`src/rtl/game_io_bridge.sv`:
```
// game_io_bridge
//   Memory-mapped bridge between the processor data-memory port and the board
//   game controls. Each input channel is synchronised, debounced and
//   edge-latched into a press flag. Software reads STATE, PRESS and MASK, and
//   reads and writes the OUT registers, using ordinary loads and stores.
//
//   Word map relative to ADDR_BASE:
//     +0 STATE  stable levels, read-only
//     +1 PRESS  press flags, write-1-to-clear
//     +2 MASK   event mask, read/write
//     +3 reserved, reads 0
//     +4.. OUT[k], 32-bit read/write
//
// Ports
//   clock         system clock, rising edge
//   reset         asynchronous, active-high
//   btn_in        raw asynchronous control inputs
//   address_dmem  processor data word address
//   data          processor store data
//   wren          processor store enable
//   io_sel        address_dmem is inside the window (combinational)
//   io_sel_q      io_sel registered, qualifies q_io
//   q_io          registered read data (1-cycle latency)
//   out_regs      packed OUT registers, OUT[k] at [32k+31:32k]
//   event_pending registered OR of (PRESS & MASK)
module game_io_bridge #(
  parameter int unsigned NUM_IN          = 8,
  parameter int unsigned NUM_OUT         = 4,
  parameter int unsigned DEBOUNCE_CYCLES = 500000,
  parameter logic [11:0] ADDR_BASE       = 12'hF00
) (
  input  logic                   clock,
  input  logic                   reset,
  input  logic [NUM_IN-1:0]      btn_in,
  input  logic [11:0]            address_dmem,
  input  logic [31:0]            data,
  input  logic                   wren,
  output logic                   io_sel,
  output logic                   io_sel_q,
  output logic [31:0]            q_io,
  output logic [NUM_OUT*32-1:0]  out_regs,
  output logic                   event_pending
);

  localparam int unsigned CW        = $clog2(DEBOUNCE_CYCLES + 1);
  localparam logic [CW-1:0] CNT_LAST = CW'(DEBOUNCE_CYCLES - 1);
  localparam logic [11:0] WIN_SIZE   = 12'(4 + NUM_OUT);
  localparam logic [11:0] OFF_STATE  = 12'd0;
  localparam logic [11:0] OFF_PRESS  = 12'd1;
  localparam logic [11:0] OFF_MASK   = 12'd2;
  localparam logic [11:0] OFF_OUT0   = 12'd4;

  // Address decode
  logic [11:0] offset;
  logic        in_window;
  logic        wr_en;

  // Input path state
  logic [NUM_IN-1:0] sync1;
  logic [NUM_IN-1:0] sync2;
  logic [NUM_IN-1:0] stable;
  logic [NUM_IN-1:0] stable_nxt;
  logic [CW-1:0]     cnt     [NUM_IN];
  logic [CW-1:0]     cnt_nxt [NUM_IN];

  // Software-visible registers
  logic [NUM_IN-1:0] press;
  logic [NUM_IN-1:0] press_nxt;
  logic [NUM_IN-1:0] press_clr;
  logic [NUM_IN-1:0] mask;
  logic [31:0]       out_r [NUM_OUT];
  logic [31:0]       rd_data;

  // The window never wraps past 12'hFFF, so an address below the base gives
  // an offset of at least 4096-ADDR_BASE, which is already outside the window.
  assign offset    = address_dmem - ADDR_BASE;
  assign in_window = (address_dmem >= ADDR_BASE) && (offset < WIN_SIZE);
  assign io_sel    = in_window & ~reset;
  assign wr_en     = wren & in_window;

  // Debounce: the counter runs only while sync disagrees with stable and
  // restarts whenever they agree, so only an unbroken run of DEBOUNCE_CYCLES
  // differing samples moves stable.
  always_comb begin
    stable_nxt = stable;
    for (int unsigned i = 0; i < NUM_IN; i++) begin
      cnt_nxt[i] = '0;
      if (sync2[i] != stable[i]) begin
        if (cnt[i] == CNT_LAST) begin
          stable_nxt[i] = sync2[i];
        end else begin
          cnt_nxt[i] = cnt[i] + CW'(1);
        end
      end
    end
  end

  // A rising edge of stable landing on the same edge as a W1C store keeps
  // the flag set: the set term is ORed in after the clear.
  always_comb begin
    press_clr = '0;
    if (wr_en && (offset == OFF_PRESS)) begin
      press_clr = data[NUM_IN-1:0];
    end
    press_nxt = (press & ~press_clr) | (stable_nxt & ~stable);
  end

  // Read mux works from current (pre-write) state, so a read and write to
  // the same address in one cycle returns the old value.
  always_comb begin
    rd_data = '0;
    if (in_window) begin
      if (offset == OFF_STATE) begin
        rd_data[NUM_IN-1:0] = stable;
      end else if (offset == OFF_PRESS) begin
        rd_data[NUM_IN-1:0] = press;
      end else if (offset == OFF_MASK) begin
        rd_data[NUM_IN-1:0] = mask;
      end
      for (int unsigned k = 0; k < NUM_OUT; k++) begin
        if (offset == OFF_OUT0 + 12'(k)) begin
          rd_data = out_r[k];
        end
      end
    end
  end

  always_ff @(posedge clock or posedge reset) begin
    if (reset) begin
      sync1         <= '0;
      sync2         <= '0;
      stable        <= '0;
      press         <= '0;
      mask          <= '0;
      q_io          <= '0;
      io_sel_q      <= 1'b0;
      event_pending <= 1'b0;
      for (int unsigned i = 0; i < NUM_IN; i++) begin
        cnt[i] <= '0;
      end
      for (int unsigned k = 0; k < NUM_OUT; k++) begin
        out_r[k] <= '0;
      end
    end else begin
      sync1         <= btn_in;
      sync2         <= sync1;
      stable        <= stable_nxt;
      press         <= press_nxt;
      q_io          <= rd_data;
      io_sel_q      <= in_window;
      event_pending <= |(press & mask);
      for (int unsigned i = 0; i < NUM_IN; i++) begin
        cnt[i] <= cnt_nxt[i];
      end
      if (wr_en && (offset == OFF_MASK)) begin
        mask <= data[NUM_IN-1:0];
      end
      for (int unsigned k = 0; k < NUM_OUT; k++) begin
        if (wr_en && (offset == OFF_OUT0 + 12'(k))) begin
          out_r[k] <= data;
        end
      end
    end
  end

  always_comb begin
    out_regs = '0;
    for (int unsigned k = 0; k < NUM_OUT; k++) begin
      out_regs[32*k +: 32] = out_r[k];
    end
  end

endmodule
```
`config.mk`:
```
export PLATFORM = sky130hd
export DESIGN_NAME = game_io_bridge
export DESIGN_NICKNAME = d
export VERILOG_FILES = /design/src/rtl/game_io_bridge.sv
export SDC_FILE = /design/constraint.sdc
export NUM_CORES = 1
export LEC_CHECK = 0
export CAP_MARGIN = 25
export CORE_AREA = 2 2 233 143
export CTS_CLUSTER_DIAMETER = 100
export DETAILED_ROUTE_END_ITERATION = 8
export DIE_AREA = 0 0 235 145
export GPL_ROUTABILITY_DRIVEN = 1
export PLACE_DENSITY = 0.76
export SLEW_MARGIN = 25
export SYNTH_ARGS = -nofsm -noshare
export SYNTH_HDL_FRONTEND = slang
export SYNTH_SLANG_ARGS = --single-unit
```
`constraint.sdc`:
```
create_clock -name clock -period 22 [get_ports clock]
set_clock_uncertainty 0.15 [all_clocks]
set_input_delay 3.3 -clock clock [delete_from_list [all_inputs] [get_ports clock]]
set_output_delay 3.3 -clock clock [all_outputs]
set_load 0.02 [all_outputs]
```
# --- Yosys cells after proc, flatten, opt, wreduce, memory -nomap -nowiden ---
# Index checks and enable logic that the tools add are counted.
op_classes:
  order_cmp: 2
  n_mux: 41
  bitwise_logic: 9
  n_addsub: 9
  n_reduce_logical: 9
  eq_ne: 22
op_table:
  columns: ["operator", "count"]
  rows:
  - ["19-bit 2-to-1 mux", 16]
  - ["32-bit 2-to-1 mux", 5]
  - ["19-bit by 1-bit adder with 19-bit output, second input constant", 8]
  - ["19-bit == test, second input constant", 8]
  - ["12-bit by 3-bit == test with 1-bit output, second input constant", 4]
  - ["8-bit 2-to-1 mux", 4]
  - ["8-bit bitwise AND", 3]
  - ["1-bit 2-to-1 mux", 16]
  - ["8-bit inverter", 2]
  - ["12-bit by 1-bit == test with 1-bit output, second input constant", 1]
  - ["12-bit by 2-bit == test with 1-bit output, second input constant", 1]
  - ["12-bit greater-or-equal comparator, second input constant", 1]
  - ["12-bit zero test", 1]
  - ["12-bit by 4-bit < comparator with 1-bit output, second input constant", 1]
  - ["12-bit subtractor, second input constant", 1]
  - ["1-bit != test", 8]
  - ["8-bit OR", 1]
  - ["8-bit OR reduction", 1]
  - ["1-bit logical AND", 7]
  - ["1-bit bitwise AND", 2]
  - ["1-bit inverter", 1]
totals:
  register_bits: 354
  inputBits: 55
  output_inout_bits: 163
  elab_cells: 112

# --- Longest topological paths before layout ---
logic_depth:
  ltp_word: 10
  ltp_mapped: 8
  mapped_depth_nobuf: 5

# --- Worst setup path after synthesis ---
# Ideal clock, no wire load.
synth_path:
  path_type: "input to output"
  start: "input address_dmem[4]"
  end: "output io_sel"
  cell_stages: 3
  arrival_time_ns: 4.593
  n_path_buf: 1
  required_time_ns: 18.550
  setup_slack_ns: 13.957
  cell_sequence: "or4_1 > buf_2 > nor4_1"
synth_via:
  elab_chain_len: 4
  word_cells_on_any_way: 5
synth_rtl:
  columns: ["item", "line", "rtl"]
  rows:
  - ["from (decl)", "35", "input logic [11:0] address_dmem,"]
  - ["12-bit subtractor", "76", "assign offset = address_dmem - ADDR_BASE;"]
  - ["12-bit by 4-bit < comparator with 1-bit output", "77", "assign in_window = (address_dmem >= ADDR_BASE) && (offset < WIN_SIZE);"]
  - ["1-bit logical AND *", "77", null]
  - ["1-bit bitwise AND *", "78", "assign io_sel = in_window & ~reset;"]
  - ["to (decl)", "38", "output logic io_sel,"]
# Every way passes the cells marked *; elsewhere a longest branch is shown, timed or not.

# --- Worst setup path in the final report ---
# Same ends and word-level chain as after synthesis.

==> metrics <==
Critical Path AT=5.33 ns; Num CTS Buffers=35; Post-DP Area=18600 sq um; VDD IR-drop max=0.0503 mV; Layout Nets=1704; Tightest Hold Check Type=flip-flop to flip-flop; CTS tree=done; # resized after CTS=0; CTS Root Buffer Type=clkbuf_16; Worst Hold Slack=0.200 ns; Slew headroom=28.9%; HPWL after DPL=29200 um; commonest cells in the netlist=354 x dfrtp_1, 168 x nor2_1, 148 x mux2_2; CTS Sinks=354; pwr dens=66.8 nW/um^2; post-CTS setup buffers=0; Synth Warn #=0; RSZ-0062 raised after global routing=false; core area=32000 sq um; cell area after synthesis=16100 sq um; port bufs=217; Synth Instances=1434; Die Ht=145 um; Post-CTS Hold Buffers=0; Final period util=39.9%; clock slew at reported path FFs=0.06 ns; ys async rst share=100%; Top Ports=218; GRT overflow=0; Area Growth Syn to Fin=23.5%; Period minus WS final=8.78 ns; dominant synthesized flop cell=dfrtp_1; Synth top area share=55.2%; Final Setup Violations=0; r2r setup slk=19.57 ns; fin area=19800 sq um; vias in the first global route=12400; DR WL/cell=20.4 um; initial drt markers=1058; clock tree buffer depth=3; All-Layer GR Usage=25.2%; htree depth=2; max-cap viol count=0; Worst Path Max Fanout=7; Die X=235 um; Hold Fails Final Rpt=0; Post-Syn Nets=1497; Post-synth EDFFs=0; PnR Total Power=0.00133 W; fmax=0.114 GHz; Skew-Pair Late Insertion Delay=0.53 ns; GP Congestion=0.904; Max Slew Vio Count=0; total die area=34100 sq um; most frequent cell after synthesis=dfrtp_1; Worst Path Buf+Inv=2; Yosys cell types=61; Initial Util=50.2%; cell taking the most area after synthesis=dfrtp_1; element type at the critical path start=primary input; pin count of the biggest net entering global routing=135; WL final=42700 um; router iterations before antenna repair=5; critical path type=primary input to output port; Least-Margin Pin Slew=1.06 ns; Vias/cell=5.86; CP Data Required Time=18.55 ns; CP peak stage delay=0.70 ns; sequential area share after synthesis=55.2%; status=completed; setup tns final=0 ns; Crit-path slowest cell=or4_1; # DRC=0; num rows=51; leakage=8.45 nW; Setup crit end kind=output port; worst path cell trace=clkdlybuf4s50_1 > or4_1 > nor4_1 > clkdlybuf4s50_1; Via Count=12300; family with the most delay on the worst path=buffers and inverters; initial antenna violation count=2; Syn Area/Cell=11.2 sq um; Synth area leaders=dfrtp_1 55%, mux2_2 10%, nor2_1 3.9%; Final Util=62.0%; share of cells above drive strength 1=15.5%; most used cell along the critical path=clkdlybuf4s50_1; first-pass GRT wire length=69000 um; synthesis-stage register bit count=354; Antenna Nets Post-Route=0
==> sequential cells by signal, summed over array words and instances, names as in the netlist <==
register       count
event_pending      1
io_sel_q           1
cnt              152
stable             8
q_io              32
mask               8
out_regs         128
press              8
sync1              8
sync2              8
==> cells by family (layout without fill, tap and decap cells) <==
kind of cell               Yosys count  count (layout)  share of synthesized area [%]
and+or+nand+nor                    540             540                           17.6
DFF                                354             354                           55.2
AOI/OAI and AO/OA                  182             182                           7.31
muxes                              163             163                           11.5
xor gates and xnor gates           102             102                           5.57
buffers and inverters               85             317                           2.27
adders and majority gates            8               8                          0.624
other                                0               2                              0
==> where the power goes <==
| part | switching (W) | total, W | internal, W | leakage [nW] |
|---|---|---|---|---|
| combinational | 0.0000374 | 0.0000571 | 0.0000197 | 2.99 |
| clock | 0.000254 | 0.000605 | 0.000351 | 0.582 |
| sequential | 0.00000639 | 0.000664 | 0.000657 | 4.87 |
| total | 0.000297 | 0.00133 | 0.00103 | 8.45 |
==> through the flow <==
stage / setup slack [ns] / cells
final: 13.22 / 2092
after global placement: 13.25 / 2027
after floorplan: 8.73 / 1434
after CTS: 13.25 / 2089
after global routing: 13.14 / 2092
after detailed placement: 13.26 / 2027
==> final cells by class <==
cell class / instances / area [sq um]
Fill cell: 2515 / 12100
Sequential cell: 354 / 8860
Multi-Input combinational cell: 995 / 6890
Timing Repair Buffer: 231 / 2270
Clock buffer: 53 / 1070
Tap cell: 424 / 531
Inverter: 24 / 97.6
Clock inverter: 9 / 96.3
Antenna cell: 2 / 5.00
==> final timing paths <==
kind,startpoint,endpoint,cells past startpoint
hold reg to reg,sync1[1]$_DFF_PP0_,sync2[1]$_DFF_PP0_,0
setup / recovery,address_dmem[4],io_sel,4
setup reg to reg,cnt[114]$_DFF_PP0_,cnt[132]$_DFF_PP0_,5
max in group asynchronous,reset,cnt[131]$_DFF_PP0_,4
min in group asynchronous,reset,out_regs[52]$_DFFE_PP0P_,2
hold / removal,sync1[1]$_DFF_PP0_,sync2[1]$_DFF_PP0_,0
==> metal layers <==
layer | vias to the layer above | routed length (um) | GRT usage (%) | part of all wire [%]
li1 | 5597 | - | - | -
met1 | 6165 | 19600 | 36.3 | 46
met2 | 399 | 19000 | 37.8 | 45
met3 | 91 | 2530 | 4.78 | 5.9
met4 | 0 | 1550 | 10.1 | 3.6
met5 | - | 0 | 0 | 0
==> worst register-to-register path: stages (launching register included) <==
cell and delay, ns:
dfrtp_1 0.41, ha_1 0.23, nand4_1 0.36, or4_1 0.69, or3_1 0.37, a21oi_1 0.14
==> cells in the final DEF, fill, tap and decap left out, types with 36 or more instances in the layout <==
cell | synthesis | layout
dfrtp_1 | 354 | 354
clkbuf_16 | 0 | 36
xor2_1 | 51 | 51
mux2_2 | 148 | 148
nand2_1 | 82 | 82
xnor2_1 | 51 | 51
clkdlybuf4s50_1 | 0 | 215
nor2_1 | 168 | 166
nand3_1 | 58 | 58
nand4_1 | 50 | 50
a21oi_1 | 70 | 70
Power figures use the tool's default switching activity.
